<file path="config.mk">
export PLATFORM = sky130hd
export DESIGN_NAME = div_frac_ctrl
export DESIGN_NICKNAME = d
export VERILOG_FILES = /design/src/rtl/div_frac_ctrl_pkg.sv /design/src/rtl/div_frac_wdog.sv /design/src/rtl/div_frac_ctrl.sv
export SDC_FILE = /design/constraint.sdc
export NUM_CORES = 1
export LEC_CHECK = 0
export BUFFER_PORTS_ARGS = -buffer_cell sky130_fd_sc_hd__buf_2
export CORE_AREA = 2 2 118 120
export CTS_CLUSTER_DIAMETER = 40
export CTS_CLUSTER_SIZE = 25
export DETAILED_ROUTE_END_ITERATION = 7
export DIE_AREA = 0 0 120 122
export HOLD_SLACK_MARGIN = 0.12
export PLACE_DENSITY_LB_ADDON = 0.3
export SYNTH_ARGS = -nofsm -noshare
export SYNTH_HDL_FRONTEND = slang
export SYNTH_SLANG_ARGS = --single-unit
export TNS_END_PERCENT = 30
</file>
<file path="constraint.sdc">
create_clock -name clk -period 4.9 [get_ports clk]
set_input_delay 0.49 -clock clk [delete_from_list [all_inputs] [get_ports clk]]
set_output_delay 0.49 -clock clk [all_outputs]
set_load 0.05 [all_outputs]
</file>
<file path="src/rtl/div_frac_ctrl_pkg.sv">
// div_frac_ctrl_pkg: shared state encoding and sizing helper for the divider controller
package div_frac_ctrl_pkg;
  typedef enum logic [1:0] {ST_IDLE = 2'd0, ST_RUN = 2'd1, ST_OUT = 2'd2} state_t;
  function automatic int wdog_w(input int cyc);
    return $clog2(cyc + 1);
  endfunction
endpackage

</file>
<file path="src/rtl/div_frac_wdog.sv">
// div_frac_wdog: loadable up-counter with clear, enable and terminal-count flag
module div_frac_wdog #(
  parameter int W  = 6,
  parameter int TC = 40
) (
  input  logic         clk,
  input  logic         rst,
  input  logic         clr,
  input  logic         load,
  input  logic [W-1:0] load_val,
  input  logic         en,
  output logic         tc
);
  logic [W-1:0] count;
  assign tc = count == W'(TC);
  // clear has priority over load, load over counting
  always_ff @(posedge clk or posedge rst)
    if (rst) count <= '0;
    else if (clr) count <= '0;
    else if (load) count <= load_val;
    else if (en) count <= count + 1'b1;
endmodule

</file>
<file path="src/rtl/div_frac_ctrl.sv">
// div_frac_ctrl: valid/ready front-end and result stage for the shift-subtract divider
module div_frac_ctrl
  import div_frac_ctrl_pkg::*;
#(
  parameter int DATA_W   = 32,
  parameter int WDOG_CYC = DATA_W + 8
) (
  input  logic              clk,
  input  logic              rst,
  input  logic              in_valid,
  output logic              in_ready,
  input  logic              in_sign,
  input  logic [DATA_W-1:0] in_dividend,
  input  logic [DATA_W-1:0] in_divisor,
  output logic              out_valid,
  input  logic              out_ready,
  output logic [DATA_W-1:0] out_quotient,
  output logic              out_dbz,
  output logic              out_err,
  output logic              div_en,
  output logic              div_sign,
  output logic [DATA_W-1:0] div_dividend,
  output logic [DATA_W-1:0] div_divisor,
  input  logic              div_done,
  input  logic [DATA_W-1:0] div_quotient
);
  localparam int WW = wdog_w(WDOG_CYC);
  state_t state, state_nxt;
  logic accept, wd_tc, dbz;
  assign accept = in_valid && in_ready;
  assign dbz = in_divisor == '0;
  // The counter is loaded with 1 on accept so it holds the number of div_en cycles seen so far
  div_frac_wdog #(.W(WW), .TC(WDOG_CYC)) u_wdog (
    .clk(clk),
    .rst(rst),
    .clr(out_valid),
    .load(accept),
    .load_val(WW'(1)),
    .en(div_en),
    .tc(wd_tc)
  );
  // state register; async reset drops div_en at once
  always_ff @(posedge clk or posedge rst)
    if (rst) state <= ST_IDLE;
    else state <= state_nxt;
  // next state and state-decoded handshake/enable outputs
  always_comb begin
    in_ready = state == ST_IDLE;
    div_en = state == ST_RUN;
    out_valid = state == ST_OUT;
    state_nxt = state;
    if (in_valid && state == ST_IDLE) state_nxt = dbz ? ST_OUT : ST_RUN;
    else if (state == ST_RUN && (div_done || wd_tc)) state_nxt = ST_OUT;
    else if (state == ST_OUT && out_ready) state_nxt = ST_IDLE;
  end
  // holding registers for divider pins and result; only written on accept or RUN exit
  always_ff @(posedge clk or posedge rst)
    if (rst) begin
      div_sign <= 1'b0;
      div_dividend <= '0;
      div_divisor <= '0;
      out_quotient <= '0;
      out_dbz <= 1'b0;
      out_err <= 1'b0;
    end else if (accept) begin
      div_sign <= in_sign;
      div_dividend <= in_dividend;
      div_divisor <= in_divisor;
      out_quotient <= dbz ? '1 : '0;
      out_dbz <= dbz;
      out_err <= 1'b0;
    end else if (div_en && (div_done || wd_tc)) begin
      out_quotient <= div_done ? div_quotient : '0;
      out_dbz <= 1'b0;
      out_err <= !div_done;
    end
endmodule

</file>
==> After elaboration in Yosys (flattened, before gate mapping) <==
Index checks and enable logic that the tools add are counted.
{ "word_totals": {"reg_bits": 107, "memories": 0, "mem_bits_rw": 0, "rom_bits": 0, "out_inout_bits": 102, "latch_bits": 0} }
{ "classes": {"muxes": 15, "n_mul": 0, "shifts": 0, "div_mod_pow": 0, "eq_ne": 3, "order_cmp": 0, "n_addsub": 1, "n_bitwise": 0, "n_reduce_logical": 10} }
{ "op_table": {"columns": ["cell", "n"], "rows": [
  ["32-bit 2-to-1 mux", 4],
  ["32-bit zero test", 1],
  ["6-bit 2-to-1 mux", 3],
  ["2-bit 2-to-1 mux", 4],
  ["6-bit by 1-bit adder with 6-bit output, second input constant", 1],
  ["6-bit equality test, second input constant", 1],
  ["3-bit nonzero test", 2],
  ["1-bit 2-to-1 mux", 4],
  ["1-bit logical AND", 3],
  ["2-bit by 1-bit equality test with 1-bit output, second input constant", 1],
  ["2-bit equality test, second input constant", 1],
  ["2-bit zero test", 1],
  ["2-bit nonzero test", 1],
  ["1-bit zero test", 1],
  ["1-bit logical OR", 1]
]} }

==> Longest topological paths before layout <==
Gate-level depths: netlist (run 1).
{ "depth": {"ltp_word": 5, "mapped_depth": 9, "ltp_nobuf": 6} }

==> Hierarchy <==
From an unflattened synthesis (run 1), not the netlist that was laid out.
{ "hier_totals": {"cells_unflattened": 426, "area_unflattened_um2": 4314.1} }
{ "modules_own_cells": {"columns": ["module", "area_per_inst_um2", "instances", "seq_area_each_um2", "cells_per_inst"], "rows": [
  ["div_frac_ctrl", 3952.5, 1, 2527.4, 386],
  ["div_frac_wdog", 361.6, 1, 150.1, 40]
]} }

==> Worst setup path after synthesis (run 1) <==
Ideal clock, no wire load.
{ "synth_path": {"kind": "register -> register", "startpoint": "register state[0]", "endpoint": "register out_quotient[10]", "stages_incl_launch_ff": 8, "t_arrival_ns": 2.126, "synth_period_minus_slack_ns": 2.277, "path_slack_ns": 2.623, "setup_time_ns": 0.151, "cell_sequence": "dfrtp_1 -> inv_1 -> ha_1 -> and2_1 -> clkbuf_1 -> clkbuf_1 -> clkbuf_1 -> a211oi_2"} }
{ "synth_via": {"elab_chain_cells": 3, "elab_cells_between_ends": 6, "classes_between": "eq/ne: 1; mux: 1; reduce/logical: 4"} }
{ "synth_rtl": {"columns": ["item", "line", "rtl"], "rows": [
  ["from (decl)", "div_frac_ctrl.sv:28", "state_t state, state_nxt;"],
  ["from (signal assigned)", "div_frac_ctrl.sv:45", "else state <= state_nxt;"],
  ["2-bit zero test (*)", "div_frac_ctrl.sv:48", "in_ready = state == ST_IDLE;"],
  ["net in_ready", "div_frac_ctrl.sv:11", "output logic in_ready,"],
  ["1-bit logical AND (*)", "div_frac_ctrl.sv:30", "assign accept = in_valid && in_ready;"],
  ["32-bit 2-to-1 mux or 2-bit nonzero test (tied branches)", null, null],
  ["to (signal assigned)", "div_frac_ctrl.sv:69", "out_quotient <= dbz ? '1 : '0;"],
  ["to (signal assigned)", "div_frac_ctrl.sv:73", "out_quotient <= div_done ? div_quotient : '0;"],
  ["to (decl)", "div_frac_ctrl.sv:17", "output logic [DATA_W-1:0] out_quotient,"]
]} }
The timed path passes the listed nets; every way through them passes the cells marked *.
A chain may end at the register's enable or synchronous reset.

==> Worst setup path in the final report (run 1) <==
{ "layout_path": {"startpoint": "register state[0]", "endpoint": "register out_quotient[7]"} }
{ "layout_via": {"elab_chain_cells": 3, "elab_cells_between_ends": 6, "classes_between": "eq/ne: 1; mux: 1; reduce/logical: 4"} }
{ "layout_rtl": {"columns": ["item", "line"], "rows": [
  ["2-bit by 1-bit equality test with 1-bit output or 2-bit zero test (tied branches)", "div_frac_ctrl.sv:49, div_frac_ctrl.sv:48"],
  ["1-bit logical AND, on equally long branches", "div_frac_ctrl.sv:72, div_frac_ctrl.sv:30"],
  ["2-bit nonzero test (no line) or 32-bit 2-to-1 mux (tied branches)", null]
]} }
Parallel ways exist; a longest one is shown, timed or not.

==> results of run 1 <==
[worst paths after layout]
kind / endpoint / startpoint / slack (ns)
setup reg to reg: out_quotient[7] / state[0] / 2.43
hold / removal: div_divisor[5] / rst / 0.26
max in group asynchronous: out_err / rst / 3.51
hold reg to reg: div_divisor[4] / div_divisor[4] / 0.47
min in group clk: div_dividend[1] / in_dividend[1] / 0.32
setup / recovery: out_quotient[7] / state[0] / 2.43
[area by class of cell]
type | count | area (um2)
fill | 1379 | 7450
sequential | 107 | 2680
multi-input combinational | 350 | 1760
timing repair buffer | 207 | 1050
clock buffer | 9 | 225
tap | 180 | 225
clock inverter | 7 | 96.3
inverter | 7 | 28.8
[cells in the final DEF (no fill, tap or decap), types with 3 or more instances in the layout]
master                        n
sky130_fd_sc_hd__a211oi_1     7
sky130_fd_sc_hd__a211oi_2    20
sky130_fd_sc_hd__a21oi_1     38
sky130_fd_sc_hd__a22oi_1      6
sky130_fd_sc_hd__and3_1       4
sky130_fd_sc_hd__buf_2      203
sky130_fd_sc_hd__buf_4        4
sky130_fd_sc_hd__clkbuf_16    9
sky130_fd_sc_hd__dfrtp_1    107
sky130_fd_sc_hd__ha_1         5
sky130_fd_sc_hd__inv_1        6
sky130_fd_sc_hd__inv_6        3
sky130_fd_sc_hd__nand2_1    204
sky130_fd_sc_hd__nand3_1      7
sky130_fd_sc_hd__nor2_1      28
sky130_fd_sc_hd__nor4_1       8
sky130_fd_sc_hd__o21ai_0      3
[state kept, by name (all words and copies together), names as in the netlist]
name and cells:
u_wdog.count 6, div_sign 1, state 2, div_dividend 32
out_err 1, out_dbz 1, div_divisor 32, out_quotient 32
[cell usage after synthesis (all sizes together) (2+ instances only)]
cell type and count:
a211oi 27, a21oi 38, a22oi 6, and2 2
and3 4, buf 4, clkbuf 30, dfrtp 107
ha 5, inv 7, nand2 205, nand3 7
nand3b 2, nor2 28, nor4 8, o2111ai 2
o21ai 3, xor2 2
[cell families (layout without fill, tap and decap cells)]
| group | Yosys count | after routing | synth area share |
|---|---|---|---|
| AOI/OAI and AO/OA | 82 | 82 | 0.133 |
| xor gates and xnor gates | 2 | 2 | 0.00379 |
| adders and majority gates | 5 | 5 | 0.0135 |
| buffers and inverters | 41 | 230 | 0.0428 |
| DFF | 107 | 107 | 0.579 |
| muxes | 1 | 1 | 0.00217 |
| and+or+nand+nor | 260 | 260 | 0.225 |
[per-layer routing]
layer  GRT usage  routed length (um)  share of wire
met5           0                   0              0
met2       0.260                5590           0.44
met3      0.0510                1090          0.086
met4      0.0743                 248          0.020
met1       0.234                5650           0.45
[through the flow]
stage / worst slack [ns] / util / instances
after floorplan: 1.59 / - / 498
after global placement: 2.46 / 0.425 / 851
final: 2.43 / 0.448 / 867
after CTS: 2.37 / 0.448 / 867
after detailed placement: 2.37 / 0.425 / 851
after global routing: 2.18 / 0.448 / 867
[power groups by stage]
stage / Sequential (mW) / Combinational (mW) / Clock, mW
4_1_cts: 1.53 / 2.87 / 0.813
5_1_grt: 1.58 / 3.04 / 0.847
2_1_floorplan: 2.87 / 0.845 / 0
6_report: 1.53 / 2.84 / 0.791
3_5_place_dp: 1.53 / 2.87 / 0
3_3_place_gp: 1.52 / 2.82 / 0
==> impl_metrics.toml, run 1 <==
[worst_setup_path]
worst_r2r_path_depth = 6
cp_slowest_stage_delay_ns = 0.77
path_depth = 6
critPathBufInv = 1
max_stage_delay_cell_worst_path = "sky130_fd_sc_hd__a211o_1"
path_delay_family = "compound AO/OA/AOI/OAI gates"
worstPathMaxFanout = 55
crit_type = "flop to flop"
ordered_list_of_cells_on_the_worst_path = "inv_1 > ha_1 > and2_4 > a211o_1 > nor2_1 > a211oi_2"
worst_ep_arrival_time_ns = 2.75
cp-end-kind = "flop"
required_time_of_the_critical_path_ns = 5.18
worst_setup_path_start_kind = "flop"

[finish]
finalNetCount = 789
fin_area_um2 = 6060
area_growth_syn_to_layout_pct = 31.1
antenna-diode-count = 0
share_of_post_route_cells_with_drive_strength_above_1 = 0.360

[yosys]
synth_edf_count = 0
synth_cell_type_count = 33
yosys_register_bits = 107
cells_after_synth = 498
synth_largest_type_area_fraction = 0.579
synth.largest_area_cell = "sky130_fd_sc_hd__dfrtp_1"
leading_register_cell_type_out_of_synthesis = "sky130_fd_sc_hd__dfrtp_1"
sequential_cell_area_fraction_in_the_yosys_report = 0.579
ys_async_sr_fraction = 1.00
syn_area_um2 = 4620
synth-warning-count = 0
synth.top_cells.by_area = "sky130_fd_sc_hd__dfrtp_1, sky130_fd_sc_hd__nand2_1, sky130_fd_sc_hd__a211oi_2, sky130_fd_sc_hd__a21oi_1, sky130_fd_sc_hd__clkbuf_1"
mappedNetlistNets = 605
per_instance_average_area_after_synthesis_um2 = 9.28

[routing]
routed_via_density = 4.79
drc = 0
routed_wl_mm = 12.6
number_of_vias_after_detailed_routing = 4154
drt_pass1_iterations = 4
drt_iter0_markers = 253
ant_nets = 0
wire_per_inst_um = 14.5

[timing]
report.final.slew_viol_count = 0
tightest_slew_ns = 1.09
layout_worst_path_cycle_share = 0.505
rsz_0062_raised_after_global_routing = "no"
timing.hold.ws_ns = 0.255
fmax_mhz = 404
setup_tns_ns = 0
min_period_ns = 2.47
hold_viol = 0
max_slew_margin_vs_limit = 0.276
final-setup-viol-count = 0
fin_worst_skew_ns = 0.00758

[floorplan]
pin_count = 204
rows = 43
vertical_die_dimension_um = 122
die_w_um = 120
die_area_um2 = 14600
start_util = 0.342
core_region_area_um2 = 13500

[job]
maxCapViolations = 0

[cts]
cts-hold-fix-buffers = 0
cts_repair_resize_count = 0
clk-insertion-delay-late_ns = 0.35
clock_pin_slew_reported_for_the_worst_setup_and_hold_paths_after_clock_tree_synthesis_ns = 0.07
clkSinkCount = 107
cts_tree = "yes"
cts_htree_levels = 3
root_buffer = "sky130_fd_sc_hd__clkbuf_16"
cts_made_buffers = 9
cts_setup_buffers = 0
cts_max_path_buffers = 2

[placement]
place_hpwl_mm = 8.65
dpl_cell_area_um2 = 5730
finalWeightedCongestion = 0.731
port_buffers = 203

[global_routing]
grt_pass1_wl_mm = 20.0
grt.total_usage = 0.173
grt_max_degree = 69
first_global_vias = 4054
antenna_found_initial = 0
grt_remaining_overflow = 0

[pwr]
power.static_leakage_nw = 3.27
combinationalPowerShare = 0.551
vdd_ir_drop_max_mv = 0.354
power.clock.fraction = 0.153
power_mw = 5.16
cell_internal_pwr_mw = 2.40
sw_pwr_mw = 2.76
power_per_cell_area_nw_per_um2 = 852
sw_frac_of_total = 0.534
sequential_share_of_power = 0.296

[outcome]
outcome = "finished clean"

[min_path]
worst_hold_path_type = "primary input to async pin"
Note: power is estimated with default switching activity, not from simulation.
==> inputs of run 2 (changes only) <==
Settings changed: ABC_AREA set to 1.
Clock period 4.9 ns to 2.6 ns, I/O delays scaled along.
==> run 2 against run 1 <==
  * Die area unchanged
  * Critical path depth up 1
  * Area after synthesis about the same
  * Clock power up 76%
  * Cell area up 9.3%
  * Critical path type unchanged
==> impl_metrics.toml, run 2 <==
[outcome]
outcome = "finished clean"

[placement]
port_buffers = 203
finalWeightedCongestion = 0.782
place_hpwl_mm = 8.49

[global_routing]
first_global_vias = 4311
antenna_found_initial = 0
grt.total_usage = 0.180
grt_max_degree = 72
grt_remaining_overflow = 0
grt_pass1_wl_mm = 21.2

[yosys]
synth.top_cells.by_area = "sky130_fd_sc_hd__dfrtp_1, sky130_fd_sc_hd__nand2_1, sky130_fd_sc_hd__nand3b_1, sky130_fd_sc_hd__nor2_1, sky130_fd_sc_hd__a21oi_1"
synthXorXnorAreaFrac = 0.00190
syn_area_um2 = 4620
synth_largest_type_area_fraction = 0.580
synth.largest_area_cell = "sky130_fd_sc_hd__dfrtp_1"
sequential_cell_area_fraction_in_the_yosys_report = 0.580
synth-warning-count = 0
mappedNetlistNets = 647
cells_after_synth = 540
post_synth_fa_ha_maj_area_fraction = 0.0135
leading_register_cell_type_out_of_synthesis = "sky130_fd_sc_hd__dfrtp_1"
synthSimpleGateAreaFrac = 0.302
multiplexer_share_of_the_synthesized_area = 0
yosys_register_bits = 107
synth_common_cells = "sky130_fd_sc_hd__nand2_1, sky130_fd_sc_hd__dfrtp_1, sky130_fd_sc_hd__nor2_1"
synth_top_family_by_area = "simple AND/OR/NAND/NOR gates"
synth.most_common_cell = "sky130_fd_sc_hd__nand2_1"
synth_cell_type_count = 23
per_instance_average_area_after_synthesis_um2 = 8.55
synth-compound-area-share = 0.0596
ys_async_sr_fraction = 1.00
synth_edf_count = 0

[pwr]
power_per_cell_area_nw_per_um2 = 1450
vdd_ir_drop_max_mv = 0.727
power.static_leakage_nw = 3.67
power_mw = 9.60

[floorplan]
vertical_die_dimension_um = 122
die_area_um2 = 14600
pin_count = 204
start_util = 0.342
core_region_area_um2 = 13500
die_w_um = 120
rows = 43

[cts]
cts_max_path_buffers = 2
cts_tree = "yes"
clkSinkCount = 107
cts_setup_buffers = 0
root_buffer = "sky130_fd_sc_hd__clkbuf_16"
clock_pin_slew_reported_for_the_worst_setup_and_hold_paths_after_clock_tree_synthesis_ns = 0.07
cts_htree_levels = 3
cts_made_buffers = 9
cts_repair_resize_count = 0
clk-insertion-delay-late_ns = 0.35

[worst_setup_path]
worstPathMaxFanout = 63
worst_ep_arrival_time_ns = 2.31
cp-end-kind = "flop"
crit_type = "flop to flop"
worst_setup_path_start_kind = "flop"
required_time_of_the_critical_path_ns = 2.88

[timing]
fmax_mhz = 493
setup_tns_ns = 0
rsz_0062_raised_after_global_routing = "no"
tightest_slew_ns = 0.760
layout_worst_path_cycle_share = 0.781
min_period_ns = 2.03
fin_worst_skew_ns = 0.00621
hold_viol = 0
report.final.slew_viol_count = 0
max_slew_margin_vs_limit = 0.492
final-setup-viol-count = 0

[routing]
drt_pass1_iterations = 4
routed_wl_mm = 13.1
routed_via_density = 4.57
number_of_vias_after_detailed_routing = 4422
drt_iter0_markers = 219
wire_per_inst_um = 13.5
ant_nets = 0
drc = 0

[finish]
final_cell_mix = "sky130_fd_sc_hd__nand2_1, sky130_fd_sc_hd__buf_2, sky130_fd_sc_hd__dfrtp_1, sky130_fd_sc_hd__dlygate4sd3_1, sky130_fd_sc_hd__nor2_1"
finalNetCount = 889
area_growth_syn_to_layout_pct = 43.3
leading_cell_type_in_the_layout_fill_and_taps_excluded = "sky130_fd_sc_hd__nand2_1"
registers_with_the_most_flip_flops = "div_dividend (32), div_divisor (32), out_quotient (32)"
nFillCells = 1276
share_of_post_route_cells_with_drive_strength_above_1 = 0.295

[min_path]
worst_hold_path_type = "primary input to flop"

[job]
maxCapViolations = 0
## run 2: cell count changes after synthesis, moves of 5 or more
cell,previous run,this run
sky130_fd_sc_hd__a211oi_2,20,0
sky130_fd_sc_hd__clkbuf_1,29,11
sky130_fd_sc_hd__a211oi_1,7,0
sky130_fd_sc_hd__o211ai_1,0,8
sky130_fd_sc_hd__buf_2,0,13
sky130_fd_sc_hd__nor2_1,28,48
sky130_fd_sc_hd__a21oi_1,38,27
sky130_fd_sc_hd__inv_1,7,15
sky130_fd_sc_hd__a22oi_1,6,0
sky130_fd_sc_hd__nand3_1,7,12
sky130_fd_sc_hd__nor4_1,8,0
sky130_fd_sc_hd__nand2_1,205,243
sky130_fd_sc_hd__nand3b_1,2,25
## run 2: critical path, stage by stage (launching register included)
cell                      delay (ns)
sky130_fd_sc_hd__dfrtp_1        0.40
sky130_fd_sc_hd__inv_1          0.09
sky130_fd_sc_hd__ha_1           0.22
sky130_fd_sc_hd__nand2_4        0.26
sky130_fd_sc_hd__inv_2          0.19
sky130_fd_sc_hd__buf_4          0.52
sky130_fd_sc_hd__nand2_1        0.14
sky130_fd_sc_hd__nand2_1        0.09
## run 2: cell families (layout without fill, tap and decap cells)
logic type	after synthesis	after routing
buf+inv	45	292
other cells	0	1
simple gates	336	336
xor+xnor	1	1
compound gates	46	46
fa+ha+maj	5	5
flops	107	107
## run 2: worst paths after layout
kind                             startpoint          endpoint  slack, ns  cells past startpoint
setup / recovery                   state[1]  div_dividend[27]       0.57                      7
hold / removal               in_divisor[14]   div_divisor[14]       0.13                      3
setup reg to reg                   state[1]  div_dividend[27]       0.57                      7
hold reg to reg            div_dividend[21]  div_dividend[21]       0.48                      2
max in group asynchronous               rst  out_quotient[26]       1.23                      4
min in group asynchronous               rst  div_dividend[20]       0.57                      3
## run 2: per-layer routing
metal,track usage,wire (um),up-vias
met3,0.0403,794,19
met4,0.0691,252,0
met1,0.239,5830,2061
met5,0,0,-
li1,-,-,2190
met2,0.289,6190,152
## run 2: layout make-up
cell class | instances | area (um2) | area share
Clock buffer | 9 | 225 | 0.0340
Multi-Input combinational cell | 388 | 1750 | 0.264
Sequential cell | 107 | 2680 | 0.404
Tap cell | 180 | 225 | 0.0340
Antenna cell | 1 | 2.50 | 0.000378
Inverter | 15 | 60.1 | 0.00907
Clock inverter | 7 | 77.6 | 0.0117
Timing Repair Buffer | 261 | 1610 | 0.243
## run 2: stage by stage
| stage | instances | setup slack (ns) | hold slack (ns) | utilization | area [um2] |
|---|---|---|---|---|---|
| 6_report | 968 | 0.570 | 0.126 | 0.490 | 6620 |
| 3_3_place_gp | 899 | 0.709 | 0.403 | 0.429 | 5800 |
| 3_5_place_dp | 899 | 0.576 | 0.418 | 0.429 | 5800 |
| 5_1_grt | 967 | 0.354 | 0.121 | 0.490 | 6620 |
| 4_1_cts | 967 | 0.555 | 0.120 | 0.490 | 6620 |
| 2_1_floorplan | 540 | 0.696 | 0.370 | - | 4620 |
## run 2: report_power, final
group / switching, mW / internal (mW)
combinational: 4.11 / 1.26
sequential: 0.403 / 2.43
clock: 0.638 / 0.754
total: 5.16 / 4.44
## run 2: timing repair
item,4_1_cts,5_1_grt
hold endpoints to repair,80,0
hold buffers,52,0
endpoints found under the setup margin,0,0
==> inputs of run 3 (changes only) <==
Clock period 2.6 ns to 1.9 ns, I/O delays scaled along.
==> run 3 against run 2 <==
  * Sequential power rose by 37%
  * Clock-buffer cell count rose by 1
  * Flip-flop and latch count did not move
  * Critical path depth rose by 2
  * Total power rose by 43%
  * Hold slack improved by 0.010 ns
  * Die area did not move
  * Largest cell class unchanged
  * Sequential share of layout area fell by 2.5 points
  * Register-to-register slack got worse by 0.34 ns
  * Clock power rose by 69%
==> impl_metrics.toml, run 3 (synthesized netlist as in run 2, its figures left out) <==
[timing]
report.final.slew_viol_count = 0
max_slew_margin_vs_limit = 0.544
layout_worst_path_cycle_share = 0.916
tightest_slew_ns = 0.684
fmax_mhz = 574
final-setup-viol-count = 0
min_period_ns = 1.74
hold_viol = 0
rsz_0062_raised_after_global_routing = "no"
fin_worst_skew_ns = 0.00754

[finish]
share_of_post_route_cells_with_drive_strength_above_1 = 0.285
area_growth_syn_to_layout_pct = 53.0
postLayoutCoreUtil = 0.523
registers_with_the_most_flip_flops = "div_dividend (32), div_divisor (32), out_quotient (32)"
final_cell_mix = "sky130_fd_sc_hd__nand2_1, sky130_fd_sc_hd__buf_2, sky130_fd_sc_hd__dfrtp_1, sky130_fd_sc_hd__dlygate4sd3_1, sky130_fd_sc_hd__nor2_1"
register_area_um2 = 2680
antenna-diode-count = 0
nFillCells = 1212
finalNetCount = 925
leading_cell_type_in_the_layout_fill_and_taps_excluded = "sky130_fd_sc_hd__nand2_1"
multi_input_area_um2 = 1760

[cts]
clk-insertion-delay-late_ns = 0.34
clock_pin_slew_reported_for_the_worst_setup_and_hold_paths_after_clock_tree_synthesis_ns = 0.07
cts_htree_levels = 3
cts_max_path_buffers = 2
cts_made_buffers = 9
cts_tree = "yes"
root_buffer = "sky130_fd_sc_hd__clkbuf_16"
clkSinkCount = 107

[worst_setup_path]
crit_type = "primary input to flop"
required_time_of_the_critical_path_ns = 2.17
worstPathMaxFanout = 13
cp-end-kind = "flop"
worst_setup_path_start_kind = "primary input"
worst_ep_arrival_time_ns = 2.01

[routing]
routed_wl_mm = 14.1
drt_pass1_iterations = 7
routed_via_density = 4.62
drc = 0
drt_iter0_markers = 273
wire_per_inst_um = 14.0
ant_nets = 0
number_of_vias_after_detailed_routing = 4632

[global_routing]
grt.total_usage = 0.188
first_global_vias = 4568
grt_max_degree = 64
grt_remaining_overflow = 0
antenna_found_initial = 0
grt_pass1_wl_mm = 21.9

[floorplan]
vertical_die_dimension_um = 122
die_area_um2 = 14600
core_region_area_um2 = 13500
pin_count = 204
die_w_um = 120
start_util = 0.342
rows = 43

[pwr]
power.static_leakage_nw = 3.86
power_per_cell_area_nw_per_um2 = 1950
power_mw = 13.8
vdd_ir_drop_max_mv = 0.845

[outcome]
outcome = "finished clean"

[placement]
port_buffers = 203
finalWeightedCongestion = 0.758
place_hpwl_mm = 8.37

[min_path]
worst_hold_path_type = "primary input to flop"

[job]
maxCapViolations = 0
[run 3: changes by cell type in the layout (fill, tap and decap cells not counted), sizes merged, moves of 3 or more]
| cell | delta |
|---|---|
| buf | +3 |
| clkinv | -4 |
| bufinv | +4 |
| dlygate4sd3 | +32 |
[run 3: cell type report]
cell class / instances / share of cell area
clock buffers: 10 / 0.0324
clock inverters: 5 / 0.0212
inverters: 15 / 0.00850
multi-input cells: 389 / 0.249
flip-flops and latches: 107 / 0.379
well taps: 180 / 0.0319
repair buffers: 296 / 0.278
[run 3: critical path, stage by stage]
cell	delay [ns]
sky130_fd_sc_hd__dlygate4sd3_1	0.56
sky130_fd_sc_hd__buf_2	0.15
sky130_fd_sc_hd__nor2_1	0.08
sky130_fd_sc_hd__nand2_1	0.05
sky130_fd_sc_hd__nor2_1	0.13
sky130_fd_sc_hd__nand2_1	0.21
sky130_fd_sc_hd__o21ai_4	0.42
sky130_fd_sc_hd__nand2_1	0.09
sky130_fd_sc_hd__nor2_1	0.12
[run 3: power by group]
part | leakage (nW) | switching [mW] | internal, mW | total [mW]
sequential | 1.33 | 0.561 | 3.33 | 3.89
clock | 0.183 | 0.804 | 1.55 | 2.35
combinational | 2.34 | 5.70 | 1.82 | 7.52
total | 3.86 | 7.06 | 6.70 | 13.8
[run 3: stage by stage]
stage	worst slack [ns]	TNS (ns)	instance area [um2]	instances	hold slack [ns]
floorplan	-0.00426	-0.00426	4620	540	0.300
global placement	0.141	0	5810	901	0.384
detailed placement	0.139	0	5810	901	0.389
CTS	0.00975	0	7030	1000	0.120
global route	0.0547	0	7070	1002	0.134
finish	0.159	0	7070	1002	0.136
[run 3: layer usage]
metal,GRT usage,routed length (um)
met4,0.0919,389
met3,0.0360,784
met2,0.316,6960
met1,0.232,5910
met5,0,0
[run 3: final timing paths]
kind	startpoint	end	slack, ns	cells past startpoint
setup / recovery	in_divisor[23]	out_quotient[14]	0.16	9
hold / removal	div_quotient[22]	out_quotient[22]	0.14	3
setup reg to reg	state[0]	u_wdog.count[5]	0.23	8
hold reg to reg	div_divisor[28]	div_divisor[28]	0.47	2
max in group asynchronous	rst	div_divisor[8]	0.82	4
min in group asynchronous	rst	div_dividend[31]	0.61	4
[run 3: what timing repair did]
action	CTS	global route
setup buffers	0	1
setup endpoints to repair	0	27
hold endpoints to repair	190	0
gates resized for setup	0	1
hold buffers	84	0
